### src/rtl/control_unit.sv
// Hardwired Moore control sequencer for a small accumulator-less RISC datapath.
// Ports: clk, reset (async, active-low), IR, mem_ready in; datapath enables,
// register selects, memory strobes, mdr_read, control, run, instr_done out.
module control_unit #(
  parameter int DATA_W = 32,
  parameter int OPC_W  = 5,
  parameter int CTRL_W = 4
) (
  input  logic              clk,
  input  logic              reset,
  input  logic [DATA_W-1:0] IR,
  input  logic              mem_ready,
  output logic              PCout,
  output logic              PCin,
  output logic              IncPc,
  output logic              MARin,
  output logic              MDRin,
  output logic              MDRout,
  output logic              IRin,
  output logic              Yin,
  output logic              Zlowin,
  output logic              Zlowout,
  output logic              Cout,
  output logic              BAout,
  output logic              Rin,
  output logic              Rout,
  output logic              GRA,
  output logic              GRB,
  output logic              GRC,
  output logic              read,
  output logic              write,
  output logic [1:0]        mdr_read,
  output logic [CTRL_W-1:0] control,
  output logic              run,
  output logic              instr_done
);

  typedef enum logic [3:0] {
    T0, T1, T2, T3, T4, T5, T6, T7, HALT
  } state_t;

  localparam logic [OPC_W-1:0] OP_LD   = OPC_W'(0);
  localparam logic [OPC_W-1:0] OP_LDI  = OPC_W'(1);
  localparam logic [OPC_W-1:0] OP_ST   = OPC_W'(2);
  localparam logic [OPC_W-1:0] OP_ADD  = OPC_W'(3);
  localparam logic [OPC_W-1:0] OP_SUB  = OPC_W'(4);
  localparam logic [OPC_W-1:0] OP_AND  = OPC_W'(5);
  localparam logic [OPC_W-1:0] OP_OR   = OPC_W'(6);
  localparam logic [OPC_W-1:0] OP_HALT = OPC_W'(27);

  localparam logic [CTRL_W-1:0] ALU_ADD = CTRL_W'(2);
  localparam logic [CTRL_W-1:0] ALU_SUB = CTRL_W'(3);
  localparam logic [CTRL_W-1:0] ALU_AND = CTRL_W'(4);
  localparam logic [CTRL_W-1:0] ALU_OR  = CTRL_W'(5);

  state_t           state_q, state_d;
  logic [OPC_W-1:0] opc_q, opc_d, opc;
  logic             t1w_q, t1w_d;

  logic [OPC_W-1:0] ir_opc;
  logic             unused_ir;
  assign ir_opc    = IR[DATA_W-1 -: OPC_W];
  assign unused_ir = ^IR[DATA_W-OPC_W-1:0];

  // In T3 the IR has just been loaded, so decode it directly while
  // capturing it; later steps use the held copy.
  assign opc   = (state_q == T3) ? ir_opc : opc_q;
  assign opc_d = (state_q == T3) ? ir_opc : opc_q;

  // Set after a stalled T1 cycle so the PC update happens only once.
  assign t1w_d = (state_q == T1) && !mem_ready;

  logic is_ld, is_ldi, is_st, is_mem, is_alu, is_halt;
  assign is_ld   = (opc == OP_LD);
  assign is_ldi  = (opc == OP_LDI);
  assign is_st   = (opc == OP_ST);
  assign is_mem  = is_ld | is_ldi | is_st;
  assign is_alu  = (opc == OP_ADD) | (opc == OP_SUB) |
                   (opc == OP_AND) | (opc == OP_OR);
  assign is_halt = (opc == OP_HALT);

  logic [CTRL_W-1:0] alu_code;
  always_comb begin
    alu_code = ALU_ADD;
    unique case (1'b1)
      (opc == OP_SUB): alu_code = ALU_SUB;
      (opc == OP_AND): alu_code = ALU_AND;
      (opc == OP_OR):  alu_code = ALU_OR;
      default:         alu_code = ALU_ADD;
    endcase
  end

  always_ff @(posedge clk or negedge reset) begin
    if (!reset) begin
      state_q <= T0;
      opc_q   <= '0;
      t1w_q   <= 1'b0;
    end else begin
      state_q <= state_d;
      opc_q   <= opc_d;
      t1w_q   <= t1w_d;
    end
  end

  always_comb begin
    state_d    = state_q;
    PCout      = 1'b0;
    PCin       = 1'b0;
    IncPc      = 1'b0;
    MARin      = 1'b0;
    MDRin      = 1'b0;
    MDRout     = 1'b0;
    IRin       = 1'b0;
    Yin        = 1'b0;
    Zlowin     = 1'b0;
    Zlowout    = 1'b0;
    Cout       = 1'b0;
    BAout      = 1'b0;
    Rin        = 1'b0;
    Rout       = 1'b0;
    GRA        = 1'b0;
    GRB        = 1'b0;
    GRC        = 1'b0;
    read       = 1'b0;
    write      = 1'b0;
    mdr_read   = 2'b00;
    control    = '0;
    run        = 1'b1;
    instr_done = 1'b0;
    // Outputs stay quiet while reset is held, even though state reads T0.
    if (reset) begin
      unique case (state_q)
        T0: begin
          PCout   = 1'b1;
          MARin   = 1'b1;
          IncPc   = 1'b1;
          Zlowin  = 1'b1;
          state_d = T1;
        end
        T1: begin
          Zlowout  = !t1w_q;
          PCin     = !t1w_q;
          read     = 1'b1;
          MDRin    = 1'b1;
          mdr_read = 2'b01;
          state_d  = mem_ready ? T2 : T1;
        end
        T2: begin
          MDRout  = 1'b1;
          IRin    = 1'b1;
          state_d = T3;
        end
        T3: begin
          if (is_mem) begin
            GRB     = 1'b1;
            BAout   = 1'b1;
            Yin     = 1'b1;
            state_d = T4;
          end else if (is_alu) begin
            GRB     = 1'b1;
            Rout    = 1'b1;
            Yin     = 1'b1;
            state_d = T4;
          end else if (is_halt) begin
            state_d = HALT;
          end else begin
            instr_done = 1'b1;
            state_d    = T0;
          end
        end
        T4: begin
          Zlowin  = 1'b1;
          state_d = T5;
          if (is_alu) begin
            GRC     = 1'b1;
            Rout    = 1'b1;
            control = alu_code;
          end else begin
            Cout    = 1'b1;
            control = ALU_ADD;
          end
        end
        T5: begin
          Zlowout = 1'b1;
          if (is_ld || is_st) begin
            MARin   = 1'b1;
            state_d = T6;
          end else begin
            GRA        = 1'b1;
            Rin        = 1'b1;
            instr_done = 1'b1;
            state_d    = T0;
          end
        end
        T6: begin
          if (is_ld) begin
            read     = 1'b1;
            MDRin    = 1'b1;
            mdr_read = 2'b01;
            state_d  = mem_ready ? T7 : T6;
          end else if (is_st) begin
            GRA     = 1'b1;
            BAout   = 1'b1;
            MDRin   = 1'b1;
            state_d = T7;
          end else begin
            state_d = T0;
          end
        end
        T7: begin
          if (is_ld) begin
            MDRout     = 1'b1;
            GRA        = 1'b1;
            Rin        = 1'b1;
            instr_done = 1'b1;
            state_d    = T0;
          end else if (is_st) begin
            write      = 1'b1;
            instr_done = mem_ready;
            state_d    = mem_ready ? T0 : T7;
          end else begin
            state_d = T0;
          end
        end
        HALT: begin
          run     = 1'b0;
          state_d = HALT;
        end
        default: state_d = T0;
      endcase
    end
  end

endmodule

### config.mk
export PLATFORM = sky130hd
export DESIGN_NAME = control_unit
export DESIGN_NICKNAME = d
export VERILOG_FILES = /design/src/rtl/control_unit.sv
export SDC_FILE = /design/constraint.sdc
export NUM_CORES = 1
export LEC_CHECK = 0
export CORE_UTILIZATION = 37
export DETAILED_ROUTE_END_ITERATION = 8
export PLACE_DENSITY = 0.87
export SYNTH_ARGS = -nofsm -noshare
export SYNTH_HDL_FRONTEND = slang
export SYNTH_SLANG_ARGS = --single-unit
### constraint.sdc
create_clock -name clk -period 2.8 [get_ports clk]
set_clock_uncertainty 0.05 [all_clocks]
set_input_delay 0.56 -clock clk [delete_from_list [all_inputs] [get_ports clk]]
set_output_delay 0.56 -clock clk [all_outputs]
set_load 0.005 [all_outputs]
# ---- After elaboration in Yosys (flattened, before gate mapping)
# Cells that the tools add are included.
dict set report op_classes {
  n_reduce_logical 7
  bitwise 5
  mux 74
  n_eq_ne 15
}
# op n
set op_table {}
lappend op_table {{$mux W1} 47}
lappend op_table {{$pmux W4 S9} 1}
lappend op_table {{$mux W3} 9}
lappend op_table {{$pmux W1 S2} 9}
lappend op_table {{$eq A4 B3 Y1 const B} 4}
lappend op_table {{$eq A5 B3 Y1 const B} 3}
lappend op_table {{$mux W4} 3}
lappend op_table {{$eq A5 B2 Y1 const B} 2}
lappend op_table {{$pmux W3 S3} 1}
lappend op_table {{$eq A4 B2 Y1 const B} 2}
lappend op_table {{$pmux W1 S3} 2}
lappend op_table {{$eq A5 B1 Y1 const B} 1}
lappend op_table {{$eq A5 B5 Y1 const B} 1}
lappend op_table {{$logic_not A5 Y1} 1}
lappend op_table {{$mux W5} 1}
lappend op_table {{$or A1 B1 Y1} 5}
lappend op_table {{$eq A4 B1 Y1 const B} 1}
lappend op_table {{$eq A4 B4 Y1 const B} 1}
lappend op_table {{$logic_not A4 Y1} 1}
lappend op_table {{$logic_not A1 Y1} 2}
lappend op_table {{$mux W2} 1}
lappend op_table {{$reduce_or A2 Y1} 1}
lappend op_table {{$logic_and A1 B1 Y1} 1}
lappend op_table {{$logic_or A1 B1 Y1} 1}
dict set report totals {
  ff_bits 10
  wordCells 104
  output_inout_bits 27
  inputBits 35
}

# ---- Longest topological paths before layout
# Gate-level depths: netlist of run 1.
dict set report depth {
  depth_word 10
  ltp_mapped 7
  ltp_nobuf 4
}

# ---- Worst setup path after synthesis of run 1
# OpenSTA, ideal clock, no wires.
dict set report synth_path {
  kind {reg2out}
  startpoint {reg opc_q[0]}
  endpoint {out mdr_read[0]}
  required_ps 2190
  arrival_ps 1734
  stages_incl_launch_ff 6
  n_path_buf 1
  setup_slack_ps 456
  cell_sequence {dfrtp_1 -> or4_4 -> nor4b_1 -> nor2b_1 -> o21a_1 -> buf_4}
}
dict set report synth_between {
  elab_chain_cells 5
}
# item line
set synth_lines {}
lappend synth_lines {{from (decl)} 57} ;# logic [OPC_W-1:0] opc_q, opc_d, opc;
lappend synth_lines {{from (signal assigned)} 100} ;# opc_q <= opc_d;
lappend synth_lines {{$mux W5} --}
lappend synth_lines {{$logic_not A5 Y1} 74} ;# assign is_ld = (opc == OP_LD);
lappend synth_lines {{$mux W1} 196} ;# if (is_ld) begin
lappend synth_lines {{$pmux W1 S2} 132} ;# unique case (state_q)
lappend synth_lines {{$mux W1} 131} ;# if (reset) begin
lappend synth_lines {{to (decl)} 32} ;# output logic [1:0] mdr_read,
# Every way passes these cells.

# ---- Worst setup path after layout of run 1
dict set report layout_path {
  startpoint {in reset}
  endpoint {out PCout}
}
dict set report layout_between {
  elab_chain_cells 1
}
# item line
set layout_lines {}
lappend layout_lines {{from (decl)} 10} ;# input logic reset,
lappend layout_lines {{$mux W1} 131}
lappend layout_lines {{to (decl)} 13} ;# output logic PCout,
# Every way passes these cells.

==> results of run 1 <==
-- cells in the mapped netlist (2+ instances only) --
cell                       count
sky130_fd_sc_hd__a211o_1       2
sky130_fd_sc_hd__a21oi_1       4
sky130_fd_sc_hd__a311oi_1      2
sky130_fd_sc_hd__a32oi_1       2
sky130_fd_sc_hd__buf_4         5
sky130_fd_sc_hd__clkbuf_1      9
sky130_fd_sc_hd__dfrtp_1      10
sky130_fd_sc_hd__inv_1         5
sky130_fd_sc_hd__mux2_2        3
sky130_fd_sc_hd__mux2i_1       5
sky130_fd_sc_hd__nand2_1      12
sky130_fd_sc_hd__nand2b_1      5
sky130_fd_sc_hd__nand3_1       2
sky130_fd_sc_hd__nor2_1        8
sky130_fd_sc_hd__nor2b_1       5
sky130_fd_sc_hd__nor3_1        7
sky130_fd_sc_hd__nor3b_1       2
sky130_fd_sc_hd__nor4b_1       2
sky130_fd_sc_hd__o211ai_1      5
sky130_fd_sc_hd__o21a_1        3
sky130_fd_sc_hd__o21ai_0       7
sky130_fd_sc_hd__or2_2         2
sky130_fd_sc_hd__or3_1         3
sky130_fd_sc_hd__xor2_1        4
-- metal layers --
| metal | vias up | global-route usage | wire length [um] |
|---|---|---|---|
| met5 | - | 0 | 0 |
| met4 | 0 | 0.158 | 103 |
| met3 | 14 | 0.0472 | 228 |
| met2 | 66 | 0.472 | 2070 |
| met1 | 644 | 0.320 | 1700 |
| li1 | 606 | - | - |
-- path summary, 6_finish.rpt --
| check | startpoint | end | slack [ps] | depth (start not counted) |
|---|---|---|---|---|
| max | reset | PCout | 50 | 6 |
| min | opc_q[3]$_DFF_PN0_ | opc_q[3]$_DFF_PN0_ | 600 | 1 |
| max reg2reg | opc_q[0]$_DFF_PN0_ | state_q[1]$_DFFE_PN0P_ | 660 | 6 |
| min reg2reg | opc_q[3]$_DFF_PN0_ | opc_q[3]$_DFF_PN0_ | 600 | 1 |
| max in group asynchronous | reset | opc_q[2]$_DFF_PN0_ | 1830 | 3 |
| min in group asynchronous | reset | t1w_q$_DFF_PN0_ | 660 | 3 |
-- cells by family (layout without fill, tap and decap cells) --
| kind of cell | count (synthesis) | after routing |
|---|---|---|
| muxes | 8 | 8 |
| buffers and inverters | 21 | 86 |
| DFF | 10 | 10 |
| xor gates and xnor gates | 5 | 5 |
| other | 1 | 2 |
| AOI/OAI and AO/OA | 31 | 31 |
| and+or+nand+nor | 57 | 57 |
-- timing repair --
item                                   CTS  global route
cloned                                   0             0
gates resized for setup                 42            25
pin swaps                                9             7
endpoints found under the hold margin    0             0
buffers inserted                        11             2
setup endpoints to repair               19            14
-- sequential cells by signal (all words and copies together) (netlist names) --
name / flops
opc_q: 5
state_q: 4
t1w_q: 1
-- critical path, delay by kind of cell --
kind | cells | cell delay, ps
simple gates | 2 | 310
buf+inv | 4 | 1270
-- final cells by class --
type,instances,area [um2],share of cell area
Clock buffer,4,36.3,0.0200
Tap cell,30,37.5,0.0207
Inverter,5,18.8,0.0104
Multi-Input combinational cell,103,806,0.444
Timing Repair Buffer,77,664,0.366
Sequential cell,10,250,0.138
-- power by group --
part | internal [mW] | leakage (nW) | switching (mW)
logic | 0.518 | 0.738 | 0.496
registers | 0.204 | 0.123 | 0.0810
clock network | 0.0791 | 0.0210 | 0.0582
total | 0.801 | 0.882 | 0.635
-- through the flow --
stage / setup TNS [ps] / total power, mW
after global placement: -2210 / 0.989
after global routing: -129 / 1.50
after floorplan: 0 / 0.698
after detailed placement: -2550 / 1.03
after CTS: 0 / 1.29
final: 0 / 1.44
==> PnR_summary.wiki, run 1 <==
{| class="wikitable"
! Metric !! Value
|-
| Type of the worst min-delay path || reg -> reg
|-
| Proportion of layout cells with a drive suffix above 1 || 0.407
|-
| Synth Area per Inst || between 7 and 8 um2
|-
| Final setup fails || 0
|-
| Cell leakage power || just under 0.9 nW
|-
| Total power density per cell area || 792 nW/um2
|-
| Number of cells in the design after placement || 213
|-
| Remaining global-route overflow || 0
|-
| Total number of clock tree sinks || 10
|-
| Core area || 2540 um2
|-
| Standard cell area after detailed placement || around 1600 um2
|-
| Nature of the critical path startpoint || input pin
|-
| Synthesis-to-layout area growth || 77.1%
|-
| Most frequent standard cell in the layout excluding fill and tap cells || sky130_fd_sc_hd__buf_4
|-
| Ordered cell list for the critical path || clkdlybuf4s50_1 > buf_4 > nand2b_2 > nor3_1 > buf_4 > clkdlybuf4s50_1
|-
| Die area || 2980 um2
|-
| Post-synthesis cell type with the largest combined area || sky130_fd_sc_hd__dfrtp_1
|-
| Flop and latch count out of synthesis || 10
|-
| Largest vdd supply drop || 0.551 mV
|-
| Register area share after synthesis || 0.244
|-
| Largest buffer count on any clock path || 2
|-
| WP data arrival || about 2100 ps
|-
| Final design utilization || 0.712
|-
| IO Count || 62
|-
| Number of library cell types mapped by synthesis || between 40 and 50
|-
| Path type of the worst setup path || in -> out
|-
| Die extent in x || between 50 and 60 um
|-
| Number of enable flip-flop cells after synthesis || 0
|-
| CTS tree || done
|-
| Number of antenna violations at the first check in global routing || 0
|-
| Tightest hold margin || 595 ps
|-
| Hold violation count in the final report || 0
|-
| Filler Cell Count || 194
|-
| Finished Layout Cells || 229
|-
| Post-synthesis compound-gate area fraction || 0.209
|-
| Post-synthesis adder-cell area fraction || 0
|-
| Mean routed wirelength per cell || 17.9 um
|-
| Slew Limit Fails || 0
|-
| Nets || 235
|-
| Share of flip-flops with an asynchronous set or reset after synthesis || 1.00
|-
| Crit-path max cell delay || slightly below 500 ps
|-
| Via count || roughly 1300
|-
| Final setup slack of the worst path || 46.7 ps
|-
| Detailed-router iteration count before antenna repair || 4
|-
| Count of nets left with antenna violations after detail routing || 0
|-
| Wirelength, routed || 4.11 mm
|-
| Synth area leaders || sky130_fd_sc_hd__dfrtp_1, sky130_fd_sc_hd__mux2i_1, sky130_fd_sc_hd__nand2_1
|-
| Global-route wire length before repair || 5.71 mm
|-
| Dpl hpwl || 2.47 mm
|-
| GPL Wtd Cong || 0.845
|-
| Row count || 18
|-
| Initial Util || 0.402
|-
| Max H-tree Level || 1
|-
| Slowest stage cell, crit path || sky130_fd_sc_hd__clkdlybuf4s50_1
|-
| Synthesized cell area || 1020 um2
|-
| Number of DRC markers in iteration 0 || 37
|-
| Remaining routing DRC violations || 0
|-
| Main synth FF type || sky130_fd_sc_hd__dfrtp_1
|-
| Cts bufs inserted || 3
|-
| Unrepaired setup endpoints after global routing || yes
|-
| Root buffer cell || sky130_fd_sc_hd__clkbuf_4
|-
| Crit-path max FO || 5
|-
| Synth Area in XOR/XNOR || 0.0428
|-
| Basic-gate share of the synthesized area counting and, or, nand and nor cells || 0.314
|-
| Final design instance area without fill || between 1500 and 2000 um2
|-
| Worst setup slack after placement || -374 ps
|-
| Worst setup EP type || primary output
|-
| Via count of the first global-routing pass || between 1000 and 1500
|-
| Share of synthesized area spent on multiplexers || 0.0819
|-
| Final cycle utilization of the critical path || 0.983
|-
| Diode insertion count for antenna repair || 0
|-
| Post-Syn Instances || 133
|-
| Leading cell types in the layout, fill and taps excluded || sky130_fd_sc_hd__buf_4, sky130_fd_sc_hd__dlygate4sd2_1, sky130_fd_sc_hd__nand2_1, sky130_fd_sc_hd__dfrtp_1
|-
| Die Y || 54.6 um
|-
| Worst Path Required || 2190 ps
|-
| Number of port buffers || 32
|-
| Clock slew seen by the registers of the worst setup and hold paths || 60 ps
|-
| Largest family of logic cells by synthesized area || simple AND/OR/NAND/NOR gates
|-
| Highest clock rate || 363 MHz
|-
| Number of hold buffers added after cts || 0
|-
| Total of max-cap violations || 0
|-
| Latest clock arrival within the worst-skew pair || 280 ps
|-
| Top-area cell type share of the netlist area || 0.244
|-
| Overall Global Routing Usage || 0.276
|-
| Vias per std cell || 5.81
|-
| Pin count of the biggest net entering global routing || 20
|-
| Warnings from Yosys || 0
|-
| Shortest period the worst path allows || 2750 ps
|-
| Result of the run || finished clean
|}
Note: power is estimated with default switching activity, not from simulation.
==> run 2: changes to the inputs <==
--- a/config.mk
+++ b/config.mk
@@ -5,9 +5,11 @@
 export SDC_FILE = /design/constraint.sdc
 export NUM_CORES = 1
 export LEC_CHECK = 0
-export CORE_UTILIZATION = 37
+export ABC_CLOCK_PERIOD_IN_PS = 2800
+export CORE_UTILIZATION = 38
+export CTS_BUF_LIST = sky130_fd_sc_hd__clkbuf_8
 export DETAILED_ROUTE_END_ITERATION = 8
-export PLACE_DENSITY = 0.87
+export PLACE_DENSITY = 0.89
 export SYNTH_ARGS = -nofsm -noshare
 export SYNTH_HDL_FRONTEND = slang
 export SYNTH_SLANG_ARGS = --single-unit
==> PnR_summary.wiki, run 2 (synthesis results as in run 1) <==
{| class="wikitable"
! Metric !! Value
|-
| Final design utilization || 0.721
|-
| Via count of the first global-routing pass || 1191
|-
| Ordered cell list for the critical path || clkdlybuf4s50_1 > or4_4 > mux2i_2 > buf_4 > nand3_1 > o31ai_1 > buf_2
|-
| Result of the run || finished, violations left
|-
| Via count || about 1300
|-
| Total power density per cell area || 804 nW/um2
|-
| Detailed-router iteration count before antenna repair || 4
|-
| CP delay by family, top || buffers and inverters
|-
| Crit-path max cell delay || 530 ps
|-
| Violations in the final reports || negative setup slack
|-
| CTS tree || done
|-
| Wirelength, routed || 3.93 mm
|-
| Diode insertion count for antenna repair || 0
|-
| Synthesis-to-layout area growth || 76.2%
|-
| Final cycle utilization of the critical path || 1.00
|-
| Number of antenna violations at the first check in global routing || 0
|-
| Latest clock arrival within the worst-skew pair || around 240 ps
|-
| Shortest period the worst path allows || 2810 ps
|-
| Largest buffer count on any clock path || 2
|-
| Pin count of the biggest net entering global routing || 20
|-
| Total number of clock tree sinks || 10
|-
| Core area || roughly 2500 um2
|-
| Slowest stage cell, crit path || sky130_fd_sc_hd__or4_4
|-
| Overall Global Routing Usage || 0.268
|-
| Highest clock rate || 356 MHz
|-
| Final design instance area without fill || 1800 um2
|-
| WP data arrival || 2200 ps
|-
| Number of hold buffers added after cts || 0
|-
| Die area || 2900 um2
|-
| Most frequent standard cell in the layout excluding fill and tap cells || sky130_fd_sc_hd__buf_4
|-
| Post-layout power || 1.45 mW
|-
| Worst setup EP type || primary output
|-
| Finished Layout Cells || 230
|-
| Cts bufs inserted || 3
|-
| Die extent in x || 53.9 um
|-
| Unrepaired setup endpoints after global routing || yes
|-
| Largest vdd supply drop || about 0.55 mV
|-
| Clock slew seen by the registers of the worst setup and hold paths || roughly 60 ps
|-
| Number of DRC markers in iteration 0 || 27
|-
| Crit-path max FO || 2
|-
| Max H-tree Level || 1
|-
| Register bank with the most flops || opc_q
|-
| Root buffer cell || sky130_fd_sc_hd__clkbuf_8
|-
| Nets || ~240
|-
| Standard cell area after detailed placement || 1560 um2
|-
| Hold violation count in the final report || 0
|-
| Cell leakage power || 0.934 nW
|-
| IO Count || 62
|-
| Remaining routing DRC violations || 0
|-
| Global-route wire length before repair || 5.53 mm
|-
| Total of max-cap violations || 0
|-
| Die Y || 53.9 um
|-
| Worst Path Required || 2190 ps
|-
| Number of cells in the design after placement || 214
|-
| Remaining global-route overflow || 0
|-
| Path type of the worst setup path || in -> out
|-
| Leading cell types in the layout, fill and taps excluded || sky130_fd_sc_hd__buf_4, sky130_fd_sc_hd__nand2_1, sky130_fd_sc_hd__dlygate4sd2_1, sky130_fd_sc_hd__clkdlybuf4s50_1, sky130_fd_sc_hd__dfrtp_1
|-
| Largest registers in the final layout || opc_q x5, state_q x4, t1w_q x1
|-
| Number of port buffers || 32
|-
| Tightest hold margin || 483 ps
|-
| Worst setup slack after placement || -367 ps
|-
| Dpl hpwl || between 2 and 2.5 mm
|-
| Row count || 18
|-
| Max FFs per register || 5
|-
| Final setup slack of the worst path || -6.09 ps
|-
| Final setup fails || 1
|-
| Type of the worst min-delay path || in -> async
|-
| Nature of the critical path startpoint || input pin
|-
| GPL Wtd Cong || slightly below 0.9
|-
| Mean routed wirelength per cell || 17.1 um
|-
| Count of nets left with antenna violations after detail routing || 0
|-
| Setup tns final || -6.09 ps
|-
| Buf+Inv Stages, Crit Path || 3
|-
| Vias per std cell || approximately 5.7
|-
| Initial Util || 0.409
|-
| Proportion of layout cells with a drive suffix above 1 || 0.395
|-
| Slew Limit Fails || 0
|}
run 2: cell types whose count changed in the layout (fill, tap and decap cells not counted), moves of 2 or more:
cell                              before  now
sky130_fd_sc_hd__clkdlybuf4s50_1       7   11
sky130_fd_sc_hd__dlygate4sd2_1        13   11
sky130_fd_sc_hd__clkdlybuf4s15_1       3    0
sky130_fd_sc_hd__clkbuf_8              1    4
sky130_fd_sc_hd__nor2b_1               2    4
sky130_fd_sc_hd__clkbuf_4              3    0
sky130_fd_sc_hd__mux2i_2               1    3
sky130_fd_sc_hd__buf_4                41   43
run 2: layout make-up:
cell class	instances	area [um2]
Inverter	5	18.8
Sequential cell	10	250
Tap cell	30	37.5
Multi-Input combinational cell	103	783
Timing Repair Buffer	78	658
Fill cell	181	697
Clock buffer	4	55.1
run 2: routing by layer:
layer | global-route usage | wire length, um
met1 | 0.327 | 1620
met5 | 0 | 0
met3 | 0.0395 | 151
met2 | 0.463 | 2040
met4 | 0.114 | 120
run 2: worst reg2reg max path: cells and delay by family (launching register included):
kind,cells,cell delay (ps)
buffers and inverters,1,170
AND/OR/NAND/NOR,3,1200
AO/OA/AOI/OAI,1,170
flip-flops,1,400
run 2: final timing paths:
path	start	to	slack [ps]	cells past startpoint
max	IR[29]	MDRout	-6	7
min	reset	opc_q[0]$_DFF_PN0_	480	3
max reg2reg	opc_q[3]$_DFF_PN0_	state_q[2]$_DFFE_PN0P_	750	5
min reg2reg	opc_q[4]$_DFF_PN0_	opc_q[4]$_DFF_PN0_	590	1
max in group asynchronous	reset	t1w_q$_DFF_PN0_	1860	4
min in group clk	opc_q[4]$_DFF_PN0_	opc_q[4]$_DFF_PN0_	590	1
run 2: power by group:
part | leakage (nW) | internal (mW) | switching [mW] | total [mW]
clock | 0.0288 | 0.124 | 0.0661 | 0.190
combinational | 0.782 | 0.519 | 0.470 | 0.989
sequential | 0.123 | 0.204 | 0.0658 | 0.270
run 2: repair_timing:
action / 4_1_cts / 5_1_grt
resized for setup: 40 / 17
setup buffers: 6 / 6
setup endpoints to repair: 24 / 11
pin swaps: 5 / 5
gates cloned: 0 / 0
